### src/rtl/arm_ctrl_pkg.sv
// rtl/arm_ctrl_pkg.sv - shared opcodes, ALU command codes, mode codes and FSM state for the ID-stage controller
package arm_ctrl_pkg;

   localparam logic [1:0] MODE_ALU = 2'b00;
   localparam logic [1:0] MODE_MEM = 2'b01;
   localparam logic [1:0] MODE_BR  = 2'b10;
   localparam logic [1:0] MODE_NOP = 2'b11;

   localparam logic [3:0] OP_MOV  = 4'b1101;
   localparam logic [3:0] OP_MVN  = 4'b1111;
   localparam logic [3:0] OP_ADD  = 4'b0100;
   localparam logic [3:0] OP_ADC  = 4'b0101;
   localparam logic [3:0] OP_SUB  = 4'b0010;
   localparam logic [3:0] OP_SBC  = 4'b0110;
   localparam logic [3:0] OP_AND  = 4'b0000;
   localparam logic [3:0] OP_ORR  = 4'b1100;
   localparam logic [3:0] OP_EOR  = 4'b0001;
   localparam logic [3:0] OP_CMP  = 4'b1010;
   localparam logic [3:0] OP_TST  = 4'b1000;
   // In mode 01 this opcode selects the register-list PUSH/POP sequence
   localparam logic [3:0] OP_LIST = 4'b1111;

   localparam logic [3:0] EXE_NONE = 4'b0000;
   localparam logic [3:0] EXE_MOV  = 4'b0001;
   localparam logic [3:0] EXE_ADD  = 4'b0010;
   localparam logic [3:0] EXE_ADC  = 4'b0011;
   localparam logic [3:0] EXE_SUB  = 4'b0100;
   localparam logic [3:0] EXE_SBC  = 4'b0101;
   localparam logic [3:0] EXE_AND  = 4'b0110;
   localparam logic [3:0] EXE_ORR  = 4'b0111;
   localparam logic [3:0] EXE_EOR  = 4'b1000;
   localparam logic [3:0] EXE_MVN  = 4'b1001;

   typedef enum logic {
      ST_IDLE = 1'b0,
      ST_SEQ  = 1'b1
   } state_t;

   typedef struct packed {
      logic [3:0] exe_cmd;
      logic       wb_en;
      logic       known;
      logic       is_test;
   } alu_dec_t;

   function automatic alu_dec_t alu_decode(input logic [3:0] op);
      alu_dec_t d;
      d = '{exe_cmd: EXE_NONE, wb_en: 1'b1, known: 1'b1, is_test: 1'b0};
      case (op)
         OP_MOV:  d.exe_cmd = EXE_MOV;
         OP_MVN:  d.exe_cmd = EXE_MVN;
         OP_ADD:  d.exe_cmd = EXE_ADD;
         OP_ADC:  d.exe_cmd = EXE_ADC;
         OP_SUB:  d.exe_cmd = EXE_SUB;
         OP_SBC:  d.exe_cmd = EXE_SBC;
         OP_AND:  d.exe_cmd = EXE_AND;
         OP_ORR:  d.exe_cmd = EXE_ORR;
         OP_EOR:  d.exe_cmd = EXE_EOR;
         OP_CMP: begin
            d.exe_cmd = EXE_SUB;
            d.wb_en   = 1'b0;
            d.is_test = 1'b1;
         end
         OP_TST: begin
            d.exe_cmd = EXE_AND;
            d.wb_en   = 1'b0;
            d.is_test = 1'b1;
         end
         default: d = '{exe_cmd: EXE_NONE, wb_en: 1'b0, known: 1'b0, is_test: 1'b0};
      endcase
      return d;
   endfunction

endpackage

### src/rtl/find_first_set.sv
// rtl/find_first_set.sv - index of the lowest set bit of a vector, plus a found flag
module find_first_set #(
   parameter int NUM_BITS = 16,
   parameter int IDX_W    = 4
) (
   input  logic [NUM_BITS-1:0] vec,
   output logic [IDX_W-1:0]    idx,
   output logic                found
);

   // Scan high to low so the lowest set bit is the last one written
   always_comb begin
      idx   = '0;
      found = 1'b0;
      for (int i = NUM_BITS - 1; i >= 0; i--) begin
         if (vec[i]) begin
            idx   = IDX_W'(i);
            found = 1'b1;
         end
      end
   end

endmodule

### src/rtl/multi_cycle_controller.sv
// rtl/multi_cycle_controller.sv - ID-stage decoder with one-micro-op-per-cycle PUSH/POP sequencing
module multi_cycle_controller
   import arm_ctrl_pkg::*;
#(
   parameter int NUM_REGS   = 16,
   parameter int IDX_W      = 4,
   parameter int WORD_BYTES = 4,
   parameter int OFS_W      = 8
) (
   input  logic                    clk,
   input  logic                    rst,
   input  logic                    valid,
   input  logic                    hazard,
   input  logic                    flush,
   input  logic [1:0]              mode,
   input  logic [3:0]              opcode,
   input  logic                    status,
   input  logic [NUM_REGS-1:0]     reg_list,
   output logic [3:0]              exe_cmd,
   output logic                    mem_read,
   output logic                    mem_write,
   output logic                    wb_en,
   output logic                    branch,
   output logic                    push,
   output logic                    pop,
   output logic                    status_update,
   output logic [IDX_W-1:0]        xfer_reg,
   output logic signed [OFS_W-1:0] xfer_offset,
   output logic                    sp_update,
   output logic signed [OFS_W-1:0] sp_delta,
   output logic                    stall,
   output logic                    busy
);

   localparam int CW = IDX_W + 1;

   state_t              state, state_nx;
   logic [NUM_REGS-1:0] rem_list, rem_nx;
   logic [IDX_W-1:0]    k, k_nx;
   logic [CW-1:0]       cnt, cnt_nx;
   logic                dir, dir_nx;

   logic [CW-1:0]       in_cnt;
   logic [NUM_REGS-1:0] ffs_vec;
   logic [IDX_W-1:0]    ffs_idx;
   logic                ffs_found;
   logic                is_list;
   logic                go;
   logic                uop_en;
   logic                uop_last;
   logic [CW-1:0]       uop_k;
   logic [CW-1:0]       uop_cnt;
   logic                uop_dir;
   alu_dec_t            alu_dec;

   logic signed [OFS_W-1:0] ofs_pop, ofs_push, delta_pop, delta_push;

   always_comb begin
      in_cnt = '0;
      for (int i = 0; i < NUM_REGS; i++) begin
         in_cnt = in_cnt + CW'(reg_list[i]);
      end
   end

   // In SEQ the IF/ID register is frozen, so only the latched list drives selection
   assign ffs_vec = (state == ST_SEQ) ? rem_list : reg_list;

   find_first_set #(
      .NUM_BITS (NUM_REGS),
      .IDX_W    (IDX_W)
   ) u_ffs (
      .vec   (ffs_vec),
      .idx   (ffs_idx),
      .found (ffs_found)
   );

   assign is_list  = (mode == MODE_MEM) && (opcode == OP_LIST);
   assign go       = rst && valid && !hazard && !flush;
   assign uop_k    = (state == ST_SEQ) ? CW'(k) : '0;
   assign uop_cnt  = (state == ST_SEQ) ? cnt : in_cnt;
   assign uop_dir  = (state == ST_SEQ) ? dir : status;
   assign uop_last = (uop_k + CW'(1)) == uop_cnt;
   assign uop_en   = go && ffs_found && ((state == ST_SEQ) || is_list);
   assign alu_dec  = alu_decode(opcode);

   // POP walks upward from SP; PUSH places the lowest register deepest below SP
   assign ofs_pop    = OFS_W'(int'(uop_k) * WORD_BYTES);
   assign ofs_push   = OFS_W'((int'(uop_k) - int'(uop_cnt)) * WORD_BYTES);
   assign delta_pop  = OFS_W'(int'(uop_cnt) * WORD_BYTES);
   assign delta_push = OFS_W'(-(int'(uop_cnt) * WORD_BYTES));

   always_ff @(posedge clk or negedge rst) begin
      if (!rst) begin
         state    <= ST_IDLE;
         rem_list <= '0;
         k        <= '0;
         cnt      <= '0;
         dir      <= 1'b0;
      end else begin
         state    <= state_nx;
         rem_list <= rem_nx;
         k        <= k_nx;
         cnt      <= cnt_nx;
         dir      <= dir_nx;
      end
   end

   always_comb begin
      state_nx = state;
      rem_nx   = rem_list;
      k_nx     = k;
      cnt_nx   = cnt;
      dir_nx   = dir;
      if (flush || (uop_en && uop_last) || ((state == ST_SEQ) && !ffs_found)) begin
         state_nx = ST_IDLE;
         rem_nx   = '0;
         k_nx     = '0;
         cnt_nx   = '0;
         dir_nx   = 1'b0;
      end else if (uop_en) begin
         state_nx = ST_SEQ;
         rem_nx   = ffs_vec & (ffs_vec - NUM_REGS'(1));
         k_nx     = (state == ST_SEQ) ? k + IDX_W'(1) : IDX_W'(1);
         cnt_nx   = uop_cnt;
         dir_nx   = uop_dir;
      end
   end

   always_comb begin
      exe_cmd       = EXE_NONE;
      mem_read      = 1'b0;
      mem_write     = 1'b0;
      wb_en         = 1'b0;
      branch        = 1'b0;
      push          = 1'b0;
      pop           = 1'b0;
      status_update = 1'b0;
      xfer_reg      = '0;
      xfer_offset   = '0;
      sp_update     = 1'b0;
      sp_delta      = '0;
      busy          = (state == ST_SEQ);
      stall         = (state == ST_SEQ) && !flush;
      if (uop_en) begin
         stall    = !uop_last;
         xfer_reg = ffs_idx;
         if (uop_dir) begin
            mem_read    = 1'b1;
            wb_en       = 1'b1;
            pop         = 1'b1;
            xfer_offset = ofs_pop;
         end else begin
            exe_cmd     = EXE_ADD;
            mem_write   = 1'b1;
            push        = 1'b1;
            xfer_offset = ofs_push;
         end
         if (uop_last) begin
            sp_update = 1'b1;
            sp_delta  = uop_dir ? delta_pop : delta_push;
         end
      end else if (go && (state == ST_IDLE)) begin
         case (mode)
            MODE_ALU: begin
               if (alu_dec.known) begin
                  exe_cmd       = alu_dec.exe_cmd;
                  wb_en         = alu_dec.wb_en;
                  status_update = alu_dec.is_test ? 1'b1 :
                                  (opcode == OP_AND) ? 1'b0 : status;
               end
            end
            MODE_MEM: begin
               if (!is_list) begin
                  exe_cmd       = EXE_ADD;
                  status_update = status;
                  mem_read      = status;
                  wb_en         = status;
                  mem_write     = !status;
               end
            end
            MODE_BR: begin
               branch        = 1'b1;
               status_update = status;
            end
            default: ;
         endcase
      end
   end

endmodule
### config.mk
export PLATFORM = sky130hd
export DESIGN_NAME = multi_cycle_controller
export DESIGN_NICKNAME = d
export VERILOG_FILES = /design/src/rtl/arm_ctrl_pkg.sv /design/src/rtl/find_first_set.sv /design/src/rtl/multi_cycle_controller.sv
export SDC_FILE = /design/constraint.sdc
export NUM_CORES = 1
export LEC_CHECK = 0
export CAP_MARGIN = 30
export CORE_AREA = 2 2 82 84
export DETAILED_ROUTE_END_ITERATION = 10
export DIE_AREA = 0 0 84 86
export PLACE_DENSITY = 0.78
export SLEW_MARGIN = 20
export SYNTH_ARGS = -nofsm -noshare
export SYNTH_HDL_FRONTEND = slang
export SYNTH_HIERARCHICAL = 1
export SYNTH_SLANG_ARGS = --single-unit
### constraint.sdc
create_clock -name clk -period 6.2 [get_ports clk]
set_input_delay 1.24 -clock clk [delete_from_list [all_inputs] [get_ports clk]]
set_output_delay 1.24 -clock clk [all_outputs]
set_load 0.02 [all_outputs]
=== Yosys cells after proc, flatten, opt, wreduce, memory -nomap -nowiden ===
Cells that the tools add are included.

* Word-level logic and storage cells: 157
* Memories: 0
* Bits in registers: 27
* Bits in read-only memories: 0
* Bits in latches: 0
* Memory bits (writable): 0
* Input port bits: 28

* Bitwise logic cells: 2
* Multiplexer cells: 91
* Add/subtract/negate cells: 20
* Shifts and indexed selects: 0
* Multiply operators: 0
* Order comparisons: 0
* Equality and inequality tests: 13
* Div/mod/pow operators: 0
* Reduce and logical (&&, ||, !) cells: 26

{| class="wikitable"
|+ Operators by type and width
! kind !! number
|-
| $mux W4 || 24
|-
| $add A5 B1 Y5 || 11
|-
| $mux W1 || 50
|-
| $mux W16 || 3
|-
| $mux W8 || 5
|-
| $pmux W4 S9 || 1
|-
| $eq A4 B4 Y1 const B || 5
|-
| $and A16 B16 Y16 || 1
|-
| $sub A16 B1 Y16 const B || 1
|-
| $mux W5 || 3
|-
| $eq A4 B3 Y1 const B || 3
|-
| $reduce_or A11 Y1 || 1
|-
| $logic_and A1 B1 Y1 || 10
|-
| $reduce_or A9 Y1 || 1
|-
| $neg A7 Y8 || 1
|-
| $pmux W4 S2 || 1
|-
| $reduce_or A2 Y1 || 3
|-
| $sub A4 B5 Y6 || 1
|-
| $add A4 B1 Y5 || 1
|-
| $add A4 B1 Y5 const B || 1
|-
| $eq A5 B5 Y1 || 1
|-
| $logic_not A1 Y1 || 5
|-
| $add A3 B1 Y4 || 1
|-
| $add A4 B1 Y4 const B || 1
|-
| 14 further kinds || 17
|}

=== Depth between registers and ports, before layout ===
* Depth after elaboration: 23
* Gate-level depth with buffers: 16
* Mapped depth without buffers: 16

=== Modules after synthesis ===
Netlist, hierarchy kept.

{| class="wikitable"
|+ Modules (own cells, without submodules)
! module !! cells each !! area each (um^2) !! sequential area each (um^2) !! instances
|-
| multi_cycle_controller || 363 || 2815.2 || 650.6 || 1
|-
| find_first_set || 33 || 178.9 || 0.0 || 1
|}

=== Least setup slack after synthesis ===
OpenSTA, ideal clock, no wires.

* Path kind: input-to-output
* From: input reg_list[0]
* To: output sp_delta[3]
* Path slack: -0.607 ns
* Stages: 15
* Data arrival time: 5.567 ns
* Cell sequence: inv_1 > fa_1 > fa_1 > fa_1 > fa_1 > inv_1 > ha_1 > fa_1 > xor2_1 > mux2_4 > a211oi_2 > o21ai_2 > or3_1 > buf_6 > a211oi_2

* Word-level cells in the longest chain between the ends: 20
* Elaborated cells on any way between the ends: 25
* Those cells by class: add/sub: 16; eq/ne: 1; mux: 6; reduce/logical: 2

{| class="wikitable"
|+ Ends and longest elaborated chain
! what !! line !! text
|-
| start: declaration || multi_cycle_controller.sv:18 || <nowiki>input logic [NUM_REGS-1:0] reg_list,</nowiki>
|-
| $add A1 B1 Y2 || multi_cycle_controller.sv:61 || <nowiki>in_cnt = in_cnt + CW'(reg_list[i]);</nowiki>
|-
| $add A2 B1 Y3 || multi_cycle_controller.sv:61 ||
|-
| $add A3 B1 Y4 || multi_cycle_controller.sv:61 ||
|-
| $add A4 B1 Y5 || multi_cycle_controller.sv:61 ||
|-
| $add A5 B1 Y5 (11 in a row) || multi_cycle_controller.sv:61 ||
|-
| $mux W5 || multi_cycle_controller.sv:80 || <nowiki>assign uop_cnt = (state == ST_SEQ) ? cnt : in_cnt;</nowiki>
|-
| $neg A7 Y8 || multi_cycle_controller.sv:90 || <nowiki>assign delta_push = OFS_W'(-(int'(uop_cnt) * WORD_BYTES));</nowiki>
|-
| $mux W8 || multi_cycle_controller.sv:160 || <nowiki>sp_delta = uop_dir ? delta_pop : delta_push;</nowiki>
|-
| $mux W8 || multi_cycle_controller.sv:158 || <nowiki>if (uop_last) begin</nowiki>
|-
| $mux W8 (*) || multi_cycle_controller.sv:144 || <nowiki>if (uop_en) begin</nowiki>
|-
| end: declaration || multi_cycle_controller.sv:30 || <nowiki>output logic signed [OFS_W-1:0] sp_delta,</nowiki>
|}

Every way passes the cells marked *; elsewhere a longest branch is shown, timed or not.

=== Worst setup path after layout ===
* From: input reg_list[11]
* To: output sp_delta[6]

* Word-level cells in the longest chain between the ends: 16
* Elaborated cells on any way between the ends: 26
* Those cells by class: add/sub: 6; eq/ne: 1; mux: 17; reduce/logical: 2

{| class="wikitable"
|+ Ends and longest elaborated chain
! what !! line
|-
| branches (longest 15 deep; another with $neg A7 Y8) || n/a
|-
| $mux W8 (*) || multi_cycle_controller.sv:144
|}

Every way passes the cells marked *.

==> out/metrics.cfg <==
[setup_path]
endpoint=sp_delta[6]
required_ns=4.96
r2r-start=busy
crit_start=reg_list[11]
cp-start-kind=primary input
r2r_slack_ns=2.63
reg2reg_to=busy
worst_ep_arrival_time_ns=5.45
crit_fanout=5
ff2ff_path_depth=9
endpoint_kind=output pin
critical_path_class=primary input to output pin

[floorplan]
die-area_mm2=0.00722
die_width_um=84
rows=29
fp.dieH_um=86
core_area_mm2=0.00628
design.portCount=62
floorplan.initialDensity=0.477

[detailed_routing]
wl_per_cell_um=16.4
dr.pass1.iters=5
vias=3325
drt_iter0_drc=216
routed_wl_um=9560
drc=0
via_per_inst=5.70
antenna_left=0

[power_and_ir_drop]
leakagePower_nw=1.98
peakVddDrop_mv=0.371
p_per_area_mw_per_mm2=296

[clocking]
clkLatencyLatePin_ns=0.28
clk_pin_slew_worst_paths_ns=0.09
clockBufferDepth=2
clockRootBuffer=clkbuf_8
cts-buffers-inserted=3
cts_tree=built
htree_levels=1
cts.sinks=26
cts_hold_buf=0

[synthesis]
netlist_instances=396
async_flop_share=1.00
netlist_top_cells_area=dfrtp_1, fa_1, nor2_1
ys_warn_count=6
synthFlopType=dfrtp_1
synth_area_mm2=0.00299
synth_cell_types=60
synth_top_area_frac=0.217
syn_area_per_cell_um2=7.56
synth_top_cell_by_area=dfrtp_1
synth-edff-count=0
synth-seq-area-share=0.217
synth-seq-cells=26

[global_routing]
overflow=0
grt_pass1_wl_um=14400
track_usage=0.241
grt_max_degree=48
antenna_found_initial=0
grt_pass1_vias=3048

[timing]
period_minus_slack_ns=6.69
fin_skew_ns=0.00902
relSlewSlack=0.418
hold_viol_final=0
setup_viol_count_final=24
finalMaxSlewViolations=0
rsz0062_at_grt=true
max_freq_mhz=149
setup_slack_ns=-0.493
tns_ns=-7.14
period_share=1.08
worst_slew_pin_slew_ns=0.873

[run_status]
violations=setup timing
status=finished, violations left

[cells_and_area]
stdcell_count=583
layout_common_cells=buf_4, nand2_1, nor2_1
num_antenna_cells=0
finish.utilization=0.689
layout.cells.most_common=buf_4
finalNetCount=558
area_delta_synth_final_pct=44.5
design_area_mm2=0.00433
fill_cells=504
layout-drive-gt1-share=0.324

[hold_path]
hold_path.class=flop to flop

[place]
portBuffers=57
dp_hpwl_um=6370
dp.cells=543
gp_congestion=0.910
place_area_mm2=0.00387

[job]
max_cap_viol_count=0

-- per-stage QoR --
step / hold WS [ns] / setup slack [ns] / power [mW]
6_report: 0.543 / -0.493 / 1.28
3_5_place_dp: 0.514 / -1.63 / 0.899
3_3_place_gp: 0.497 / -1.51 / 0.874
4_1_cts: 0.535 / -0.636 / 1.17
5_1_grt: 0.567 / -0.653 / 1.36
2_1_floorplan: 0.481 / -0.325 / 0.652
-- layout make-up --
| type | instances | area [µm²] | share of cell area |
|---|---|---|---|
| sequential | 26 | 652 | 0.151 |
| tap | 77 | 96.3 | 0.0223 |
| multi-input combinational | 308 | 2230 | 0.516 |
| clock inverter | 1 | 30.0 | 0.00694 |
| clock buffer | 3 | 41.3 | 0.00954 |
| timing repair buffer | 126 | 1100 | 0.255 |
| inverter | 42 | 170 | 0.0393 |
-- repair_timing --
item                       in CTS  in global routing
pin swaps                      23                 20
hold endpoints to repair        0                  0
cloned                          0                  1
setup buffers                  24                 11
resized for setup             167                 36
setup endpoints to repair      14                 26
-- worst max-delay path, cell delays in order --
cell,delay (ns)
buf_8,0.09
inv_8,0.03
fa_1,0.57
fa_1,0.45
fa_1,0.48
fa_1,0.51
inv_2,0.05
ha_4,0.15
fa_2,0.39
xor2_2,0.18
mux2_4,0.32
a211oi_2,0.16
o21ai_2,0.08
or3_4,0.42
buf_6,0.16
nor2_4,0.07
buf_6,0.11
-- power breakdown --
group | internal [mW] | leakage (nW) | switching, mW
registers | 0.170 | 0.362 | 0.000235
clock network | 0.0865 | 0.0357 | 0.0576
logic | 0.507 | 1.58 | 0.460
total | 0.763 | 1.98 | 0.518
-- kinds of logic (layout without fill, tap and decap cells) --
group	count (synthesis)	in the layout	share of synthesized area
compound gates	102	102	0.227
xor+xnor	11	11	0.0322
fa+ha+maj	23	23	0.124
buf+inv	65	172	0.0990
flops	26	26	0.217
mux	11	11	0.0447
other cells	1	4	0.00125
simple gates	157	157	0.255
-- layer usage --
metal  global-route usage  routed length, µm  up-vias
met1                0.308               3920     1568
met4               0.0836                231        0
met3               0.0269                618       28
met2                0.425               4790      151
li1                     -                  -     1578
met5                    0                  0        -
-- worst min-delay path by stage --
stage	depth (start not counted)	start	to	slack (ns)
floorplan	2	rem_list[10]	rem_list[10]	0.48
global placement	2	rem_list[10]	rem_list[10]	0.50
detailed placement	2	rem_list[3]	rem_list[3]	0.51
CTS	2	rem_list[3]	rem_list[3]	0.54
global route	2	rem_list[15]	rem_list[15]	0.57
finish	2	rem_list[10]	rem_list[10]	0.54
-- cells in the mapped netlist (8+ instances only) --
master    instances
nor2_1           48
nand2_1          46
inv_1            39
a21oi_1          33
dfrtp_1          26
o21ai_0          19
ha_1             12
fa_1             11
nor3_1           11
a211oi_1          9
and2_1            8
clkbuf_1          8
nand3_1           8
-- sequential cells by signal, summed over array words and instances (netlist names) --
signal	cells
busy	1
rem_list	15
dir	1
cnt	5
k	4
(Power assumes the default switching activity.)
